--- src/rtl/if_fetch_stage_pkg.sv ---
// Shared pipeline definitions for the fetch stage: opcodes, reset defaults,
// IF/ID field widths and the self-jump detector.
package if_fetch_stage_pkg;

  localparam int unsigned XLEN      = 32;
  localparam int unsigned INSTR_W   = 32;
  localparam int unsigned OPCODE_W  = 6;
  localparam int unsigned JTARGET_W = 26;

  localparam logic [OPCODE_W-1:0] OP_J   = 6'b000010;
  localparam logic [OPCODE_W-1:0] OP_JAL = 6'b000011;
  localparam logic [OPCODE_W-1:0] OP_BEQ = 6'b000100;
  localparam logic [OPCODE_W-1:0] OP_BNE = 6'b000101;

  localparam logic [INSTR_W-1:0] NOP_INSTR_DEFAULT = 32'h0000_0000;
  localparam logic [XLEN-1:0]    RESET_PC_DEFAULT  = 32'h0040_0000;

  // A J whose pseudo-direct target equals its own address spins forever.
  function automatic logic is_self_jump(input logic [INSTR_W-1:0] instr,
                                        input logic [XLEN-1:0]    pc_plus4);
    logic [XLEN-1:0] target;
    target = {pc_plus4[31:28], instr[JTARGET_W-1:0], 2'b00};
    return (instr[31:26] == OP_J) && (target == pc_plus4 - 32'd4);
  endfunction

endpackage

--- src/rtl/if_fetch_stage_if_id_reg.sv ---
// IF/ID pipeline register: bubble insertion takes priority over hold.
module if_fetch_stage_if_id_reg
  import if_fetch_stage_pkg::*;
#(
  parameter logic [INSTR_W-1:0] NOP_INSTR = NOP_INSTR_DEFAULT
) (
  input  logic               clk,
  input  logic               reset,
  input  logic               bubble,
  input  logic               hold,
  input  logic [INSTR_W-1:0] next_instr,
  input  logic [XLEN-1:0]    next_pc_plus4,
  output logic [INSTR_W-1:0] instr,
  output logic [XLEN-1:0]    pc_plus4,
  output logic               valid
);

  logic [INSTR_W-1:0] instr_q;
  logic [XLEN-1:0]    pc_plus4_q;
  logic               valid_q;

  always_ff @(posedge clk or negedge reset) begin
    if (!reset) begin
      instr_q    <= NOP_INSTR;
      pc_plus4_q <= '0;
      valid_q    <= 1'b0;
    end else if (bubble) begin
      instr_q    <= NOP_INSTR;
      pc_plus4_q <= '0;
      valid_q    <= 1'b0;
    end else if (!hold) begin
      instr_q    <= next_instr;
      pc_plus4_q <= next_pc_plus4;
      valid_q    <= 1'b1;
    end
  end

  assign instr    = instr_q;
  assign pc_plus4 = pc_plus4_q;
  assign valid    = valid_q;

endmodule

--- src/rtl/if_fetch_stage.sv ---
// MIPS instruction-fetch stage: PC register, next-PC selection, IF/ID capture,
// sticky self-jump halt flag and a count of valid fetches.
module if_fetch_stage
  import if_fetch_stage_pkg::*;
#(
  parameter logic [XLEN-1:0]    RESET_PC  = RESET_PC_DEFAULT,
  parameter logic [INSTR_W-1:0] NOP_INSTR = NOP_INSTR_DEFAULT,
  parameter int unsigned        CNT_W     = 32
) (
  input  logic               clk,
  input  logic               reset,
  input  logic               stall,
  input  logic               flush,
  input  logic               redirect_valid,
  input  logic [XLEN-1:0]    redirect_pc,
  output logic [XLEN-1:0]    imem_addr,
  input  logic [INSTR_W-1:0] imem_data,
  output logic [INSTR_W-1:0] if_id_instr,
  output logic [XLEN-1:0]    if_id_pc_plus4,
  output logic               if_id_valid,
  output logic               halted,
  output logic [CNT_W-1:0]   fetch_count
);

  logic [XLEN-1:0]  pc_q, pc_d, pc_plus4;
  logic [CNT_W-1:0] cnt_q, cnt_d;
  logic             halted_q, halted_d;
  logic             squash, load;

  assign pc_plus4 = pc_q + 32'd4;
  // The wrong-path word fetched alongside a redirect is never allowed into IF/ID.
  assign squash   = flush | redirect_valid;
  assign load     = !squash && !stall;

  always_comb begin
    pc_d = pc_plus4;
    if (redirect_valid) begin
      pc_d = redirect_pc & ~32'd3;
    end else if (stall) begin
      pc_d = pc_q;
    end
  end

  always_comb begin
    cnt_d    = load ? cnt_q + CNT_W'(1) : cnt_q;
    halted_d = halted_q | (if_id_valid && is_self_jump(if_id_instr, if_id_pc_plus4));
  end

  always_ff @(posedge clk or negedge reset) begin
    if (!reset) begin
      pc_q     <= RESET_PC;
      cnt_q    <= '0;
      halted_q <= 1'b0;
    end else begin
      pc_q     <= pc_d;
      cnt_q    <= cnt_d;
      halted_q <= halted_d;
    end
  end

  if_fetch_stage_if_id_reg #(
    .NOP_INSTR (NOP_INSTR)
  ) u_if_id_reg (
    .clk           (clk),
    .reset         (reset),
    .bubble        (squash),
    .hold          (stall),
    .next_instr    (imem_data),
    .next_pc_plus4 (pc_plus4),
    .instr         (if_id_instr),
    .pc_plus4      (if_id_pc_plus4),
    .valid         (if_id_valid)
  );

  assign imem_addr   = pc_q;
  assign halted      = halted_q;
  assign fetch_count = cnt_q;

endmodule

--- config.mk ---
export PLATFORM = sky130hd
export DESIGN_NAME = if_fetch_stage
export DESIGN_NICKNAME = d
export VERILOG_FILES = /design/src/rtl/if_fetch_stage_pkg.sv /design/src/rtl/if_fetch_stage_if_id_reg.sv /design/src/rtl/if_fetch_stage.sv
export SDC_FILE = /design/constraint.sdc
export NUM_CORES = 1
export LEC_CHECK = 0
export ABC_AREA = 1
export CORE_AREA = 2 2 127 129
export DETAILED_ROUTE_END_ITERATION = 8
export DIE_AREA = 0 0 129 131
export GPL_TIMING_DRIVEN = 0
export PLACE_DENSITY_LB_ADDON = 0.12
export SYNTH_ARGS = -nofsm -noshare
export SYNTH_HDL_FRONTEND = slang
export SYNTH_HIERARCHICAL = 1
export SYNTH_SLANG_ARGS = --single-unit
--- constraint.sdc ---
create_clock -name clk -period 1.9 [get_ports clk]
set_input_delay 0.19 -clock clk [delete_from_list [all_inputs] [get_ports clk]]
set_output_delay 0.19 -clock clk [all_outputs]
set_load 0.005 [all_outputs]
After elaboration in Yosys (flattened, before gate mapping) --
Cells that the tools add are included.
Cells by class: add/subtract/negate cells 3, equality and inequality tests 4, mux-type cells 7, bitwise logic cells 2, reduce and logical (&&, ||, !) cells 5
Operators by type and width (count):
- $mux W32 | 5
- $add A32 B1 Y32 const B | 1
- $add A32 B3 Y32 const B | 1
- $eq A32 B32 Y1 | 1
- $sub A32 B3 Y32 const B | 1
- $eq A6 B2 Y1 const B | 1
- $ne A2 B1 Y1 const B | 2
- $logic_and A1 B1 Y1 | 3
- $logic_not A1 Y1 | 2
- $mux W1 | 2
- $or A1 B1 Y1 | 2
Storage, ports and cells: register bits 130, input port bits 69, output and inout port bits 130, logic and storage cells 27

Logic depth before layout (Yosys ltp) --
Gate-level depths: netlist of the first run.
depth in word-level cells 5, gate-level depth with buffers 15, depth with buffers taken out 15

Hierarchy --
Netlist of the first run, hierarchy kept.
By module, submodules not included:
- if_fetch_stage | times used 1, cells an instance 712, area an instance 4961.0 um^2, seq. area each 1577.8 um^2
- if_fetch_stage_if_id_reg | times used 1, cells an instance 280, area an instance 2618.8 um^2, seq. area each 1626.6 um^2

Worst setup path after synthesis of the first run --
Ideal clock, no wire load.
kind register to register, start point register u_if_id_reg.pc_plus4_q[2], in the netlist u_if_id_reg/pc_plus4[2], end point register halted_q, in the netlist halted, library setup time 0.065 ns, data arrival time 1.681 ns, data required time 1.835 ns, setup slack 0.154 ns, stages on the path, launching flop included 15, buffers on the path 0, clock period less this slack 1.746 ns, cell sequence dfrtp_1 inv_1 ha_1 nand2_1 nor2_2 nand2_1 nand2_1 nand2_1 nand2_1 nand2_1 nor2_1 nand3_1 nor2_1 nand2_1 nand2_1
On the way: word-level cells in the longest chain between the ends 5
RTL lines:
- start: declaration | RTL line if_fetch_stage_if_id_reg.sv:19 | logic [XLEN-1:0] pc_plus4_q;
- start signal: assignment | RTL line if_fetch_stage_if_id_reg.sv:33 | pc_plus4_q <= next_pc_plus4;
- $sub A32 B3 Y32 | RTL line if_fetch_stage_pkg.sv:23 | return (instr[31:26] == OP_J) && (target == pc_plus4 - 32'd4);
- $eq A32 B32 Y1 | RTL line if_fetch_stage_pkg.sv:23
- $logic_and A1 B1 Y1 | RTL line if_fetch_stage_pkg.sv:23
- $logic_and A1 B1 Y1 | RTL line if_fetch_stage.sv:46 | halted_d = halted_q | (if_id_valid && is_self_jump(if_id_instr, if_id_pc_plus4));
- $or A1 B1 Y1 | RTL line if_fetch_stage.sv:46
- named net halted_d | RTL line if_fetch_stage.sv:27 | logic halted_q, halted_d;
- end signal: assignment | RTL line if_fetch_stage.sv:57 | halted_q <= halted_d;
- end: declaration | RTL line if_fetch_stage.sv:27
The timed path passes the listed nets, and every way through them passes these cells. A chain may end at the register's enable or synchronous reset.

Worst setup path in the final report of the first run --
start point register pc_q[2], in the netlist imem_addr[2], end point register pc_q[22], in the netlist imem_addr[22]
On the way: word-level cells in the longest chain between the ends 3
RTL lines:
- start: declaration | RTL line if_fetch_stage.sv:25 | logic [XLEN-1:0] pc_q, pc_d, pc_plus4;
- start signal: assignment | RTL line if_fetch_stage.sv:55 | pc_q <= pc_d;
- $add A32 B3 Y32 | RTL line if_fetch_stage.sv:30 | assign pc_plus4 = pc_q + 32'd4;
- named net pc_plus4[22] | RTL line if_fetch_stage.sv:25
- $mux W32 | RTL line if_fetch_stage.sv:39 | end else if (stall) begin
- $mux W32 | RTL line if_fetch_stage.sv:37 | if (redirect_valid) begin
The timed path passes the listed nets, and every way through them passes these cells. The select of a mux whose other input is x is not followed.

==> results of run 1 <==
## flip-flops by register name, summed over array words and instances (netlist names)
| signal | cells |
|---|---|
| u_if_id_reg/valid | 1 |
| imem_addr | 30 |
| fetch_count | 32 |
| halted | 1 |
| u_if_id_reg/pc_plus4 | 32 |
| u_if_id_reg/instr | 32 |
## worst paths after layout
kind,startpoint,to,slack [ns]
worst min register to register,halted,halted,0.46
min in group asynchronous,reset,u_if_id_reg/instr[7],0.24
worst min-delay path,redirect_valid,imem_addr[2],0.13
max in group asynchronous,reset,imem_addr[22],0.85
worst max register to register,imem_addr[2],imem_addr[22],-0.02
worst max-delay path,imem_addr[2],imem_addr[22],-0.02
## placed cells by master (no fill, tap or decap), types with 5 or more instances in the layout
cell type,instances
nor2_1,62
clkdlybuf4s50_1,191
clkinv_2,5
nor4_1,6
nor3_1,12
clkbuf_8,6
nand3b_1,10
xor2_1,45
nand4_1,19
buf_6,8
inv_1,74
o211ai_1,7
nor2_2,19
buf_4,23
nand3_2,5
nand2_2,19
dfrtp_2,12
nand3_1,117
nor2_4,21
dfrtp_1,115
nand3_4,5
clkbuf_1,7
nand2_1,341
xnor2_1,24
clkbuf_16,17
o21ai_0,9
xor2_2,8
buf_2,13
## metrics by stage
step | cell area, um2 | utilization
2_1_floorplan | 7590 | -
3_3_place_gp | 9790 | 0.628
3_5_place_dp | 9820 | 0.630
4_1_cts | 10500 | 0.673
5_1_grt | 10800 | 0.695
6_report | 10800 | 0.695
## worst register-to-register path: stages (launching register included)
cell and delay (ns):
dfrtp_2 0.38, ha_2 0.22, nand3_4 0.11, nor2_4 0.14
nand3_4 0.11, nor2_4 0.16, nand2_4 0.11, nor3_2 0.17
xor2_1 0.29, nand2_1 0.10, nand3_1 0.08
## cell families after synthesis
kind of cell | count (synthesis)
AND/OR/NAND/NOR | 651
flip-flops | 128
buffers and inverters | 108
XOR/XNOR | 79
AO/OA/AOI/OAI | 22
adder cells (fa/ha/maj) | 3
other | 1
## layer usage
layer	vias up	track usage
met5	-	0
met4	0	0.0665
met3	26	0.0521
met2	255	0.397
met1	3535	0.390
li1	3639	-
## synth_stat cells, types with 4 or more instances
library cell and count:
nand2_1 346, dfrtp_1 127, nand3_1 118, nor2_1 83, inv_1 76, xor2_1 51, xnor2_1 26, nand4_1 19
nand2_2 15, buf_2 13, nor2_4 12, nor3_1 12, nand3b_1 10, o21ai_0 10, buf_6 7, nand3_2 7
nor2_2 7, o211ai_1 7, clkbuf_1 6, nor4_1 6, nor3_2 4
## cell type report
cell class | instances | area [um2] | area share
plain buffers | 29 | 196 | 0.0181
clock buffers | 24 | 512 | 0.0472
clock inverters | 6 | 55.1 | 0.00508
inverters | 79 | 299 | 0.0276
multi-input cells | 759 | 4130 | 0.381
flip-flops and latches | 128 | 3220 | 0.297
well taps | 216 | 270 | 0.0249
repair buffers | 218 | 2160 | 0.199
## report_power, final
part	total [mW]	switching, mW	internal [mW]
Sequential	3.21	0.298	2.91
Clock	3.15	1.17	1.98
Combinational	1.85	0.928	0.919
## timing repair
action,4_1_cts,5_1_grt
resized for setup,12,59
pin swaps,4,12
cloned,0,0
buffers inserted,5,18
hold buffers,1,0
endpoints found under the setup margin,15,32
hold endpoints to repair,40,0
==> metrics.yaml, run 1 <==
drc: 0
initialDrtViolationCount: 564
gp_congestion: 0.948
power.density_nw_per_um2: 757
final.setup.tns_ns: -0.0322
worstSkewPairLatency_ns: 0.42
post-layout-total-power_mw: 8.20
setup.worst_path.class: "flop to flop"
portBuffers: 193
grt_pass1_vias: 6748
detail_route.wirelength.met1_um: 10700
rows: 46
most_area_consuming_cells_after_synthesis: "dfrtp_1 42%, nand2_1 17%, nand3_1 7.8%"
routed_wire_length_per_instance_um: 15.5
number_of_synthesized_flops_with_an_enable_pin: 0
final_min_period_over_clock_period: 1.01
numClockSinks: 128
worst-r2r-cell-count: 10
final.min_clock_period_ns: 1.92
crit_path_top_delay_cell: "dfrtp_2"
synth_largest_area_cell: "dfrtp_1"
ios: 199
worst_tran_pin_value_ns: 0.749
final_cells: 1459
critical_path.cell_chain: "ha_2 > nand3_4 > nor2_4 > nand3_4 > nor2_4 > nand2_4 > nor3_2 > xor2_1 > nand2_1 > nand3_1"
setup_viol: 2
track_usage: 0.263
detail_route.first_pass.iterations: 5
violations_in_the_final_reports: "setup timing"
hold-worst-slack_ns: 0.130
initial_core_utilization: 0.486
met2_length_um: 10100
synthDominantCellAreaShare: 0.419
critical-path-top-delay-family: "simple AND/OR/NAND/NOR gates"
grt_start_max_net_pins: 89
portion_of_the_post_synthesis_area_used_by_sequential_elements: 0.423
antenna-diode-count: 0
placed_cells: 1405
synthMuxAreaShare: 0
post_synth.cell_area_avg_um2: 7.64
leakagePower_nw: 5.25
hold_violations: 0
post_synth_num_cell_types: 41
tritoncts: "yes"
run_status: "finished with violations"
worst_ep_arrival_time_ns: 2.28
nNetsFinal: 1304
worst_clock_skew_ns: 0.00667
dominant_combinational_cell_family_by_area_after_synthesis: "simple AND/OR/NAND/NOR gates"
hold_path_depth: 4
met3_length_um: 1480
dominantRegCellSynth: "dfrtp_1"
hold_class: "input port to flop"
layout_setup_ws_ns: -0.0183
pre_cts_setup_slack_ns: -0.342
top_routing_layer_in_use: "met4"
detailed_place_hpwl_um: 16500
synth_simple_gate_area_share: 0.395
endpoint_kind: "flop"
max_freq_mhz: 521
viasPerCell: 5.11
cp.required_ns: 2.26
synth_xor_xnor_area_share: 0.0933
number_of_antenna_violating_nets_in_the_routed_design: 0
critical_path.startpoint_type: "flop"
cts-htree-levels: 4
slew_violations: 0
wl_um: 22600
flow.area_growth_from_synthesis_pct: 42.9
mapped_cells: 992
critical_path.max_fanout: 5
clock_pin_transition_on_the_worst_setup_and_hold_timing_paths_ns: 0.05
core_area_um2: 15600
critical_path_buf_inv_count: 0
synth_fa_ha_area_frac: 0.00495
dieWidth_um: 129
grt_overflow: 0
die_height_um: 131
unrepaired_setup_endpoints_after_global_routing: "yes"
slew-limit-headroom: 0.499
cts_buffers: 17
worst_path_largest_cell_delay_ns: 0.38
cap_viol_max_count: 0
post_synth_instance_area_um2: 7580
synth_seq_cells: 128
dieArea_um2: 16900
share_of_flip_flops_with_an_asynchronous_set_or_reset: 1.00
clockBufferDepth: 2
ys_warn_count: 6
max-vdd-ir-drop_uv: 609
crit_cells: 10
grt_first_pass_wirelength_um: 34700
root_buffer: "clkbuf_16"
synth-compound-area-share: 0.0185
filler_cell_count: 1258
antenna_found_initial: 0
num_vias: 7455
drive_above_1_share: 0.149
No activity file was read; power rests on OpenSTA's default activity.
==> inputs of run 2 (changes only) <==
Settings changed: PLACE_DENSITY set to 0.91, PLACE_DENSITY_LB_ADDON 0.12 to not set.
==> run 2 against run 1 <==
Against the previous run: the run still ends with setup timing left; largest cell class unchanged; wire length grew 8.3%; sequential share of layout area is 0.12 points lower; die area did not move.
==> metrics.yaml, run 2 (same netlist as run 1, synthesis figures left out) <==
run_status: "finished with violations"  # unchanged
violations_in_the_final_reports: "setup timing"  # unchanged
ios: 199  # unchanged
drive_above_1_share: 0.141  # was 0.149
worst_ep_arrival_time_ns: 2.30  # was 2.28 ns
worst_clock_skew_ns: 0.00667  # about the same
final.min_clock_period_ns: 1.98  # was 1.92 ns
critical-path-top-delay-family: "simple AND/OR/NAND/NOR gates"  # unchanged
die_height_um: 131  # unchanged
layout_commonest_cell: "nand2_1"  # unchanged
power.density_nw_per_um2: 778  # was 757 nW/um2
clockBufferDepth: 2  # unchanged
tritoncts: "yes"  # unchanged
gp_congestion: 0.952  # was 0.948
endpoint_kind: "flop"  # unchanged
slew-limit-headroom: 0.511  # was 0.499
grt_start_max_net_pins: 91  # was 89
critical_path.cell_chain: "nor2_4 > nand2_2 > nor2_4 > buf_4 > buf_4 > nand2_1 > inv_1 > nand2_1 > nand3_1 > nor2_2 > nand3_1 > nor2_1 > nand2_1 > nand2_1"  # was ha_2 > nand3_4 > nor2_4 > nand3_4 > nor2_4 > nand2_4 > nor3_2 > xor2_1 > nand2_1 > nand3_1
critical-path-top-cell-by-count: "nand2_1"
leakagePower_nw: 5.27  # was 5.25 nW
mostFrequentLayoutCells: "343 x nand2_1, 191 x clkdlybuf4s50_1, 117 x nand3_1, 116 x dfrtp_1, 74 x inv_1"  # was 341 x nand2_1, 191 x clkdlybuf4s50_1, 117 x nand3_1, 115 x dfrtp_1, 74 x inv_1
hold_class: "input port to flop"  # unchanged
max-vdd-ir-drop_uv: 659  # was 609 uV
grt_pass1_vias: 7477  # was 6748
viasPerCell: 5.35  # was 5.11
multi_input_combinational_cell_area_um2: 4100  # was 4130 um2
num_vias: 7821  # was 7455
clock_pin_transition_on_the_worst_setup_and_hold_timing_paths_ns: 0.06  # was 0.05 ns
nNetsFinal: 1307  # was 1304
slew_violations: 0  # unchanged
setup_viol: 1  # was 2
critical_path.startpoint_type: "flop"  # unchanged
portBuffers: 193  # unchanged
initial_core_utilization: 0.486  # unchanged
flow.area_growth_from_synthesis_pct: 43.5  # was 42.9%
hold_violations: 0  # unchanged
grt_overflow: 0  # unchanged
detail_route.first_pass.iterations: 5  # unchanged
unrepaired_setup_endpoints_after_global_routing: "yes"  # unchanged
pre_cts_setup_slack_ns: -0.292  # was -0.342 ns
root_buffer: "clkbuf_16"  # unchanged
final_min_period_over_clock_period: 1.04  # was 1.01
wl_um: 24500  # was 22600 um
max_freq_mhz: 504  # was 521 MHz
crit_path_top_delay_cell: "dfrtp_2"  # unchanged
antenna-diode-count: 0  # unchanged
rows: 46  # unchanged
track_usage: 0.274  # was 0.263
critical_path_buf_inv_count: 3  # was 0
numClockSinks: 128  # unchanged
worst_tran_pin_value_ns: 0.731  # was 0.749 ns
drc: 0  # unchanged
grt_first_pass_wirelength_um: 36100  # was 34700 um
worst_path_largest_cell_delay_ns: 0.49  # was 0.38 ns
post-layout-total-power_mw: 8.47  # was 8.20 mW
dieWidth_um: 129  # unchanged
detailed_place_hpwl_um: 17200  # was 16500 um
dieArea_um2: 16900  # unchanged
antenna_found_initial: 0  # unchanged
cts-htree-levels: 4  # unchanged
filler_cell_count: 1151  # was 1258
area_after_dpl_um2: 9820  # unchanged
initialDrtViolationCount: 766  # was 564
post_layout_inst_area_um2: 10900  # was 10800 um2
cap_viol_max_count: 0  # unchanged
critical_path.max_fanout: 6  # was 5
core_area_um2: 15600  # unchanged
cts_buffers: 17  # unchanged
cp.required_ns: 2.21  # was 2.26 ns
number_of_antenna_violating_nets_in_the_routed_design: 0  # unchanged
worstSkewPairLatency_ns: 0.42  # about the same
seqCellArea_um2: 3220  # about the same
setup.worst_path.class: "flop to flop"  # unchanged
layout_setup_ws_ns: -0.0836  # was -0.0183 ns
routed_wire_length_per_instance_um: 16.7  # was 15.5 um
[run 2: cell types whose count changed in the layout (fill, tap and decap cells not counted), sizes merged]
cell	delta
bufinv	+2
buf	+4
clkbuf	-4
clkinvlp	+4
clkinv	-2
[run 2: power by group]
group / internal [mW] / switching, mW / total [mW]
Sequential: 2.91 / 0.292 / 3.20
Clock: 2.15 / 1.21 / 3.36
Combinational: 0.923 / 0.977 / 1.90
Total: 5.98 / 2.48 / 8.46
[run 2: worst paths after layout]
kind | start | to | slack [ns] | cells past startpoint
hold reg to reg | halted | halted | 0.46 | 2
hold / removal | redirect_valid | fetch_count[0] | 0.14 | 4
setup / recovery | u_if_id_reg/pc_plus4[4] | halted | -0.08 | 14
min in group asynchronous | reset | u_if_id_reg/instr[2] | 0.23 | 2
max in group asynchronous | reset | u_if_id_reg/pc_plus4[6] | 0.92 | 3
setup reg to reg | u_if_id_reg/pc_plus4[4] | halted | -0.08 | 14
[run 2: final cells by class]
cell class,instances,area share
clock inverter,10,0.0124
tap,216,0.0249
sequential,128,0.296
multi-input combinational,759,0.377
inverter,79,0.0275
clock buffer,21,0.0433
timing repair buffer,221,0.201
buffer,29,0.0181
[run 2: repair_timing]
| action | in CTS | in global routing |
|---|---|---|
| endpoints found under the hold margin | 38 | 0 |
| buffers inserted | 4 | 22 |
| gates resized for setup | 11 | 54 |
| pin swaps | 3 | 14 |
| setup endpoints to repair | 8 | 18 |
| hold buffers | 1 | 0 |
[run 2: through the flow]
step	setup TNS, ns	hold slack, ns	util	std cells
global placement	-542.90	0.446	0.628	1404
detailed placement	-5.61	0.112	0.630	1405
CTS	0	0.123	0.673	1441
finish	-0.0836	0.136	0.697	1463
global route	-0.396	0.146	0.697	1463
floorplan	0	-0.106	-	995
[run 2: tightest hold or removal path, cell delays in order]
cell     delay (ns)
buf_6          0.10
inv_2          0.05
nand3_4        0.10
xnor2_1        0.08
[run 2: layer usage]
layer  vias to the layer above  track usage  part of all wire
met5                         -            0                 0
met4                         0        0.131             0.042
met3                       100       0.0708             0.088
met2                       413        0.463              0.48
met1                      3657        0.329              0.39
li1                       3651            -                 -
==> inputs of run 3 (changes only) <==
Settings changed: CTS_CLUSTER_SIZE set to 25.
==> results of run 3 <==
Final layout, timing and power as in run 2 (identical DEF).
